### src/rtl/bcd_cascade_counter.sv
// Fully synchronous multi-digit modulo-N up/down counter with range-checked
// parallel load, terminal count, wrap pulse and a saturating wrap counter.
module bcd_cascade_counter #(
  parameter int DIGITS  = 4,
  parameter int MODULUS = 10,
  parameter int WRAP_W  = 8
) (
  input  logic                  clk,
  input  logic                  rst,
  input  logic                  clear,
  input  logic                  en,
  input  logic                  up,
  input  logic                  load,
  input  logic [4*DIGITS-1:0]   load_val,
  output logic [4*DIGITS-1:0]   q,
  output logic                  tc,
  output logic                  wrap,
  output logic                  load_err,
  output logic [WRAP_W-1:0]     wrap_cnt
);

  localparam logic [3:0] DIG_MAX = 4'(MODULUS - 1);
  localparam logic [4:0] DIG_MOD = 5'(MODULUS);

  logic [4*DIGITS-1:0] count_q, count_d;
  logic [4*DIGITS-1:0] step_s, loaded_s;
  logic                wrap_q, wrap_d;
  logic                load_err_q, load_err_d;
  logic [WRAP_W-1:0]   wrap_cnt_q, wrap_cnt_d;
  logic                all_max_s, all_zero_s, any_bad_s, chain_s;

  // Single-cycle carry/borrow chain plus load-value range screening.
  always_comb begin
    step_s     = count_q;
    loaded_s   = '0;
    all_max_s  = 1'b1;
    all_zero_s = 1'b1;
    any_bad_s  = 1'b0;
    chain_s    = 1'b1;
    for (int i = 0; i < DIGITS; i++) begin
      if (count_q[4*i +: 4] != DIG_MAX) all_max_s = 1'b0;
      else all_max_s = all_max_s;
      if (count_q[4*i +: 4] != 4'd0) all_zero_s = 1'b0;
      else all_zero_s = all_zero_s;

      if (!chain_s) begin
        step_s[4*i +: 4] = count_q[4*i +: 4];
      end else if (up) begin
        if (count_q[4*i +: 4] == DIG_MAX) begin
          step_s[4*i +: 4] = 4'd0;
        end else begin
          step_s[4*i +: 4] = count_q[4*i +: 4] + 4'd1;
          chain_s = 1'b0;
        end
      end else begin
        if (count_q[4*i +: 4] == 4'd0) begin
          step_s[4*i +: 4] = DIG_MAX;
        end else begin
          step_s[4*i +: 4] = count_q[4*i +: 4] - 4'd1;
          chain_s = 1'b0;
        end
      end

      if ({1'b0, load_val[4*i +: 4]} < DIG_MOD) begin
        loaded_s[4*i +: 4] = load_val[4*i +: 4];
      end else begin
        loaded_s[4*i +: 4] = 4'd0;
        any_bad_s = 1'b1;
      end
    end
    tc = en & (up ? all_max_s : all_zero_s) & ~load & ~clear & ~rst;
  end

  // Next-state selection in priority order clear > load > en > hold.
  always_comb begin
    count_d    = count_q;
    wrap_d     = 1'b0;
    load_err_d = 1'b0;
    wrap_cnt_d = wrap_cnt_q;
    if (clear) begin
      count_d    = '0;
      wrap_cnt_d = '0;
    end else if (load) begin
      count_d    = loaded_s;
      load_err_d = any_bad_s;
    end else if (en) begin
      count_d = step_s;
      wrap_d  = tc;
      if (tc && (wrap_cnt_q != {WRAP_W{1'b1}})) wrap_cnt_d = wrap_cnt_q + WRAP_W'(1);
      else wrap_cnt_d = wrap_cnt_q;
    end else begin
      count_d = count_q;
    end
  end

  // State registers with synchronous reset.
  always_ff @(posedge clk) begin
    if (rst) begin
      count_q    <= '0;
      wrap_q     <= 1'b0;
      load_err_q <= 1'b0;
      wrap_cnt_q <= '0;
    end else begin
      count_q    <= count_d;
      wrap_q     <= wrap_d;
      load_err_q <= load_err_d;
      wrap_cnt_q <= wrap_cnt_d;
    end
  end

  assign q        = count_q;
  assign wrap     = wrap_q;
  assign load_err = load_err_q;
  assign wrap_cnt = wrap_cnt_q;

endmodule
### config.mk
export PLATFORM = sky130hd
export DESIGN_NAME = bcd_cascade_counter
export DESIGN_NICKNAME = d
export VERILOG_FILES = /design/src/rtl/bcd_cascade_counter.sv
export SDC_FILE = /design/constraint.sdc
export NUM_CORES = 1
export LEC_CHECK = 0
export CAP_MARGIN = 20
export CORE_MARGIN = 2
export CORE_UTILIZATION = 40
export CTS_BUF_LIST = sky130_fd_sc_hd__clkbuf_16
export CTS_CLUSTER_DIAMETER = 40
export DETAILED_ROUTE_END_ITERATION = 16
export PLACE_DENSITY = 0.68
export SLEW_MARGIN = 20
export SYNTH_ARGS = -nofsm -noshare
export SYNTH_HDL_FRONTEND = slang
export SYNTH_SLANG_ARGS = --single-unit
### constraint.sdc
create_clock -name clk -period 5.4 [get_ports clk]
set_clock_uncertainty 0.1 [all_clocks]
set_input_delay 1.08 -clock clk [delete_from_list [all_inputs] [get_ports clk]]
set_output_delay 1.08 -clock clk [all_outputs]
set_load 0.01 [all_outputs]
# Word-level counts from Yosys, hierarchy flattened
# Index checks and enable logic that the tools add are counted.
totals:
  register_bits: 26
  output_inout_bits: 27
  word_cells: 102
classes:
  add_sub_neg: 9
  magnitude_cmp: 4
  n_eq_ne: 9
  n_mux: 45
  n_bitwise: 8
  reduce_logical: 20
ops:
  columns: ["op", "count"]
  rows:
  - ["$mux 4", 19]
  - ["$mux 16", 2]
  - ["$mux 1", 24]
  - ["$add 4x1->4 const B", 4]
  - ["$eq 4x4->1 const B", 4]
  - ["$logic_not 4->1", 4]
  - ["$lt 4x4->1 const B", 4]
  - ["$ne 4x4->1 const B", 4]
  - ["$reduce_bool 4->1", 4]
  - ["$sub 4x1->4 const B", 4]
  - ["$add 8x1->8 const B", 1]
  - ["$ne 8x8->1 const B", 1]
  - ["$reduce_bool 2->1", 4]
  - ["$reduce_and 2->1", 3]
  - ["$and 1x1->1", 4]
  - ["$not 1->1", 4]
  - ["$reduce_or 4->1", 1]
  - ["$reduce_and 3->1", 1]
  - ["$reduce_or 3->1", 1]
  - ["$reduce_or 2->1", 1]
  - ["$logic_and 1x1->1", 1]

# Depth between registers and ports, before layout
# Gate-level depths: netlist of run 1.
depth:
  word_depth: 12
  ltp_mapped: 8
  depth_no_buf: 6

# Worst setup path before layout of run 1
# OpenSTA, ideal clock, no wires.
synth_path:
  kind: "input port to output port"
  from: "input rst"
  to: "output tc"
  t_arrival_ps: 2241
  required_time_ps: 4220
  setup_slack_ps: 1979
  cell_stages: 5
  path_buffers: 1
  cell_sequence: "or2_1 -> or4_1 -> a211o_1 -> buf_6 -> inv_1"
synth_between:
  elab_chain_cells: 2
synth_rtl:
  columns: ["element", "line_no", "text"]
  rows:
  - ["from (decl)", "9", "input logic rst,"]
  - ["$not 1->1", "71", "tc = en & (up ? all_max_s : all_zero_s) & ~load & ~clear & ~rst;"]
  - ["$and 1x1->1", "71", null]
  - ["to (decl)", "16", "output logic tc,"]
# Every way passes these cells.

# Final worst setup path of run 1
layout_path:
  from: "input en"
  to: "output tc"
layout_between:
  elab_chain_cells: 4
layout_rtl:
  columns: ["element", "line_no", "text"]
  rows:
  - ["from (decl)", "11", "input logic en,"]
  - ["$and 1x1->1 (4 in series)", "71", null]
# Every way passes these cells.

==> results of run 1 <==
final cells by class:
| class | count | area (um2) | area share [%] |
|---|---|---|---|
| clock inverters | 1 | 30.03 | 1.224 |
| multi-input cells | 191 | 1206 | 49.18 |
| well taps | 52 | 65.06 | 2.653 |
| flip-flops and latches | 26 | 520.5 | 21.22 |
| repair buffers | 52 | 510.5 | 20.82 |
| inverters | 12 | 45.04 | 1.837 |
| clock buffers | 3 | 75.07 | 3.061 |
registers in the layout (all words and copies together), names as in the netlist:
| name | count |
|---|---|
| wrap | 1 |
| q | 16 |
| wrap_cnt | 8 |
| load_err | 1 |
stage by stage:
stage               cell area, um2  total power, mW  hold WS [ps]  utilization [%]  instances
finish                        2452           0.5155         414.7            55.56        337
global route                  2452           0.5386         462.6            55.56        337
CTS                           2452           0.5191         416.6            55.56        337
detailed placement            2347           0.2982         403.2            53.17        333
global placement              2347           0.2975         407.1            53.17        333
floorplan                     1863           0.2587         411.4                -        250
synth_stat cells, drive strengths merged, types with 2 or more instances:
master and count:
dfxtp 26, a21oi 25, o21ai 21, nand3 15, clkbuf 14, inv 12, nand2 12, nor2 12
xnor2 10, a211oi 7, buf 7, or4 6, a31oi 5, nand4 5, nor4 5, and3 4
mux2i 4, nor2b 4, nor3 4, o211ai 4, o31ai 4, a41oi 3, o221ai 3, o311ai 3
or3 3, a211o 2, a21o 2, a311oi 2, a31o 2, and2 2, nand2b 2, nand3b 2
o2111ai 2, or2 2
per-layer routing:
layer	share of wire [%]	vias to the layer above
met5	0	-
met4	1.1	0
met3	5.3	6
met2	46	59
met1	48	904
li1	-	1025
path summary, 6_finish.rpt:
path,startpoint,endpoint,slack [ps],depth (start not counted)
worst max register to register,q[8],wrap_cnt[3],2970,5
worst min-delay path,wrap_cnt[5],wrap_cnt[5],410,2
worst max-delay path,en,tc,720,6
worst min register to register,wrap_cnt[5],wrap_cnt[5],410,2
power breakdown:
| part | switching [mW] | internal, mW | leakage (nW) | total [mW] |
|---|---|---|---|---|
| registers | 0.0113 | 0.196 | 0.211 | 0.207 |
| clock network | 0.0733 | 0.148 | 0.0511 | 0.221 |
| logic | 0.0437 | 0.0435 | 0.524 | 0.0872 |
| total | 0.128 | 0.387 | 0.786 | 0.516 |
cell families after synthesis:
group	share of synthesized area, %
adders and majority gates	0.6715
muxes	2.754
buffers and inverters	7.320
DFF	27.94
xor gates and xnor gates	4.701
and+or+nand+nor	23.64
AOI/OAI and AO/OA	32.98
worst min-delay path: stages, from the launching register on:
cell,delay [ps]
dfxtp_1,350
nand2_1,70
mux2i_1,60
layout by cell type, fill, tap and decap left out, types with 2 or more instances in the layout:
| cell type | instances |
|---|---|
| o31ai_1 | 4 |
| nor3_1 | 4 |
| o21ai_0 | 21 |
| nor4_1 | 5 |
| a211oi_1 | 7 |
| and2_1 | 2 |
| buf_4 | 4 |
| or4_1 | 6 |
| xnor2_1 | 10 |
| nand4_1 | 5 |
| o311ai_0 | 3 |
| a21oi_1 | 25 |
| clkbuf_16 | 3 |
| o221ai_1 | 3 |
| nor2b_1 | 4 |
| mux2i_1 | 4 |
| a311oi_1 | 2 |
| inv_1 | 12 |
| or2_1 | 2 |
| a21o_1 | 2 |
| a31o_2 | 2 |
| nor2_1 | 12 |
| a211o_1 | 2 |
| and3_1 | 4 |
| o2111ai_1 | 2 |
| clkdlybuf4s50_1 | 48 |
| nand2_1 | 12 |
| dfxtp_1 | 26 |
| nand3_1 | 15 |
| o211ai_1 | 4 |
| nand3b_1 | 2 |
| or3_1 | 3 |
| a41oi_1 | 3 |
| nand2b_1 | 2 |
| a31oi_1 | 5 |
==> impl_metrics.toml, run 1 <==
[clock_network]
clock_path_buffers = 2
cts_buffers = 3
cts-htree-levels = 1
path_clk_slew_ps = 70
cts_sinks = 26
post_cts_buffers = 0
clk_latency_ps = 260
cts_hold_buffers = 0
root_buffer = "clkbuf_16"
cts_tree = "built"
ctsResizeCount = 0

[finish]
area.growth.synth_to_final_pct = 31.63
fill_cells = 432
drive_gt1_share_pct = 3.860
fin_nets = 309
num_antenna_cells = 0

[die]
coreArea_um2 = 4414
design.die.area_um2 = 5219
die_h_um = 72.25
die_w_um = 72.25
row_count = 24
start_util_pct = 42.21
io_pins = 49

[placed_design]
portBuffers = 48
pre_cts_slack_ps = 758.2
gp_congestion = 0.8385
dp_hpwl_um = 3615

[drt]
wl_per_cell_um = 15.12
num_vias = 1994
drt_wl_total_um = 5094
viasPerCell = 5.917
final_antenna_net_count = 0
dr.pass1.iters = 4
drt-initial-drc-count = 146
drc = 0

[global_route]
grt_use_met3_pct = 2.083
grt_pass1_vias = 1761
grt_usage_pct = 20.00
use_met2_pct = 32.11
grt-ovfl-total = 0
grt_busiest_layer = "met2"
grt_pass1_wl_um = 8438
grt_antenna_before_repair = 0
globalRouteMet1Util_pct = 28.42
grt_max_degree = 22

[setup_path]
cp_top_family = "buffers and inverters"
required_ps = 4220
critPathMaxStageDelay_ps = 600
critPathKind = "in -> out"
critPathCaptureType = "output pin"
arrival_ps = 3500
crit_buf_inv = 3
worst-path-max-fanout = 12
slowest_stage = "clkdlybuf4s50_1"
crit_top_cell = "clkdlybuf4s50_1"
startpoint_type = "input port"
path_cells = "clkdlybuf4s50_1, nor3b_1, nand3_1, a211o_1, inv_1, clkdlybuf4s50_1"

[pwr]
powerDensity_nw_per_um2 = 210.2
ir_drop_mv = 0.1158
p_leak_nw = 0.7859

[timing]
slew_headroom_pct = 58.76
timing.final.crit_period_ps = 4678
worstMarginPinSlew_ps = 616.4
period_share_pct = 86.63
slew_viol_final = 0
worst_slack_ps = 722.1
hold_viol_final = 0
rsz0062_at_grt = "false"
max_freq_mhz = 213.8
setup_tns_ps = 0
setup_viol = 0

[synthesis]
synthArstFlopShare_pct = 0
synth_cell_types = 50
post_synth_main_area_contributors = "dfxtp_1 28%, a21oi_1 6.7%, o21ai_0 5.6%"
synth_edf_count = 0
netlist_area_um2 = 1863
avgSynthCellArea_um2 = 7.452
synth_largest_area_cell = "dfxtp_1"
yosysSeqAreaShare_pct = 27.94
yosysWarnings = 0
synthFlopType = "dfxtp_1"
synth_top_cell_area_share_pct = 27.94
syn_nets = 273
synth_seq_cells = 26
syn-instance-count = 250

[run_status]
status = "complete, no violations"

[worst_hold_path]
hold_class = "reg -> reg"

[flow_run]
cap_violations = 0
Power figures use the tool's default switching activity.
==> inputs of run 2 (changes only) <==
--- a/config.mk
+++ b/config.mk
@@ -12,6 +12,7 @@
 export CTS_CLUSTER_DIAMETER = 40
 export DETAILED_ROUTE_END_ITERATION = 16
 export PLACE_DENSITY = 0.68
+export SKIP_LAST_GASP = 1
 export SLEW_MARGIN = 20
 export SYNTH_ARGS = -nofsm -noshare
 export SYNTH_HDL_FRONTEND = slang
==> constraint.sdc (replaced) <==
create_clock -name clk -period 5.6 [get_ports clk]
set_clock_uncertainty 0.1 [all_clocks]
set_input_delay 1.12 -clock clk [delete_from_list [all_inputs] [get_ports clk]]
set_output_delay 1.12 -clock clk [all_outputs]
set_load 0.01 [all_outputs]
==> run 2 against run 1 <==
Global-route usage is 0.11 points higher; sequential share of layout area is 0.065 points higher; routed wire length is 1.3% lower; total power is 4.0% lower.
==> impl_metrics.toml, run 2 (same netlist as run 1, synthesis figures left out) <==
[run_status]
status = "complete, no violations"

[placed_design]
portBuffers = 48
dp_hpwl_um = 3586
pre_cts_slack_ps = 848.8
dpl_cell_area_um2 = 2340
gp_congestion = 0.8483

[finish]
fin_area_um2 = 2445
area.growth.synth_to_final_pct = 31.23
largest_register_ffs = 16
final_common_cell = "clkdlybuf4s50_1"
fill_cells = 438
drive_gt1_share_pct = 3.521
fin_nets = 308
final_cell_mix = "48 x clkdlybuf4s50_1, 26 x dfxtp_1, 25 x a21oi_1, 21 x o21ai_0, 15 x nand3_1"
num_antenna_cells = 0

[timing]
max_freq_mhz = 210.1
rsz0062_at_grt = "false"
period_share_pct = 85.00
worst_slack_ps = 840.0
setup_tns_ps = 0
timing.final.crit_period_ps = 4760
hold_viol_final = 0
hold_slack_ps = 417.1
setup_viol = 0
slew_headroom_pct = 60.55
worstMarginPinSlew_ps = 585.5
slew_viol_final = 0

[clock_network]
path_clk_slew_ps = 70
post_cts_buffers = 0
cts_tree = "built"
cts-htree-levels = 1
clk_latency_ps = 260
cts_sinks = 26
clock_path_buffers = 2
root_buffer = "clkbuf_16"
ctsResizeCount = 0
cts_buffers = 3
cts_hold_buffers = 0

[pwr]
powerDensity_nw_per_um2 = 202.4
p_sw_mw = 0.1219
power_switching_share_pct = 24.63
p_seq_share_pct = 40.4
share_comb_of_total_power_pct = 16.7
p_int_mw = 0.3729
p_leak_nw = 0.7811
p_clk_share_pct = 42.8
ir_drop_mv = 0.1037

[setup_path]
required_ps = 4380
startpoint_type = "input port"
r2r_end = "wrap_cnt[7]"
rrSetupSlack_ps = 3170
worst-path-max-fanout = 13
rr_startpoint = "q[8]"
critPathLaunch = "up"
arrival_ps = 3540
critPathKind = "in -> out"
worstRegToRegCells = 5
critPathCaptureType = "output pin"

[global_route]
grt_max_degree = 23
grt_pass1_wl_um = 8459
grt_usage_pct = 20.11
grt_antenna_before_repair = 0
grt-ovfl-total = 0
grt_pass1_vias = 1756

[die]
design.die.area_um2 = 5219
io_pins = 49
row_count = 24
die_h_um = 72.25
start_util_pct = 42.21
coreArea_um2 = 4414
die_w_um = 72.25

[worst_hold_path]
min-delay-start = "wrap_cnt[1]"
hold_class = "reg -> reg"
hold_depth = 2
min_to = "wrap_cnt[1]"

[drt]
viasPerCell = 5.899
drt_wl_total_um = 5027
final_antenna_net_count = 0
num_vias = 1982
drt-initial-drc-count = 206
wl_per_cell_um = 14.96
dr.pass1.iters = 4
drc = 0

[flow_run]
cap_violations = 0
run 2: critical path, stage by stage:
cell,delay (ps)
clkdlybuf4s50_1,740
nand4_1,160
or3_1,370
a211o_1,400
inv_1,190
clkdlybuf4s50_1,560
run 2: cell type report:
type / instances / area [um2] / area share [%]
Clock inverter: 1 / 30.03 / 1.228
Multi-Input combinational cell: 191 / 1206 / 49.33
Clock buffer: 3 / 75.07 / 3.071
Inverter: 12 / 45.04 / 1.842
Timing Repair Buffer: 51 / 503.0 / 20.57
Sequential cell: 26 / 520.5 / 21.29
Tap cell: 52 / 65.06 / 2.661
run 2: worst max path at each step:
| stage | endpoint | cells past startpoint |
|---|---|---|
| 2_1_floorplan | tc | 5 |
| 3_3_place_gp | tc | 7 |
| 3_5_place_dp | tc | 6 |
| 4_1_cts | tc | 6 |
| 5_1_grt | tc | 6 |
| 6_report | tc | 6 |
run 2: layer usage:
layer	track usage [%]	part of all wire, %
met5	0	0
met4	5.660	0.60
met3	2.222	4.3
met2	32.01	47
met1	28.74	48
run 2: per-stage QoR:
stage | util (%) | instances | total power [mW]
after global placement | 53.00 | 332 | 0.2862
after CTS | 55.39 | 336 | 0.4985
final | 55.39 | 336 | 0.4947
after global routing | 55.39 | 336 | 0.5163
after detailed placement | 53.00 | 332 | 0.2866
after floorplan | - | 250 | 0.2494
run 2: power groups by stage:
stage | Clock [mW] | Sequential (mW) | Combinational (mW)
finish | 0.212 | 0.200 | 0.0829
CTS | 0.216 | 0.200 | 0.0831
global route | 0.222 | 0.201 | 0.0926
global placement | 0 | 0.204 | 0.0823
floorplan | 0 | 0.199 | 0.0505
detailed placement | 0 | 0.204 | 0.0824
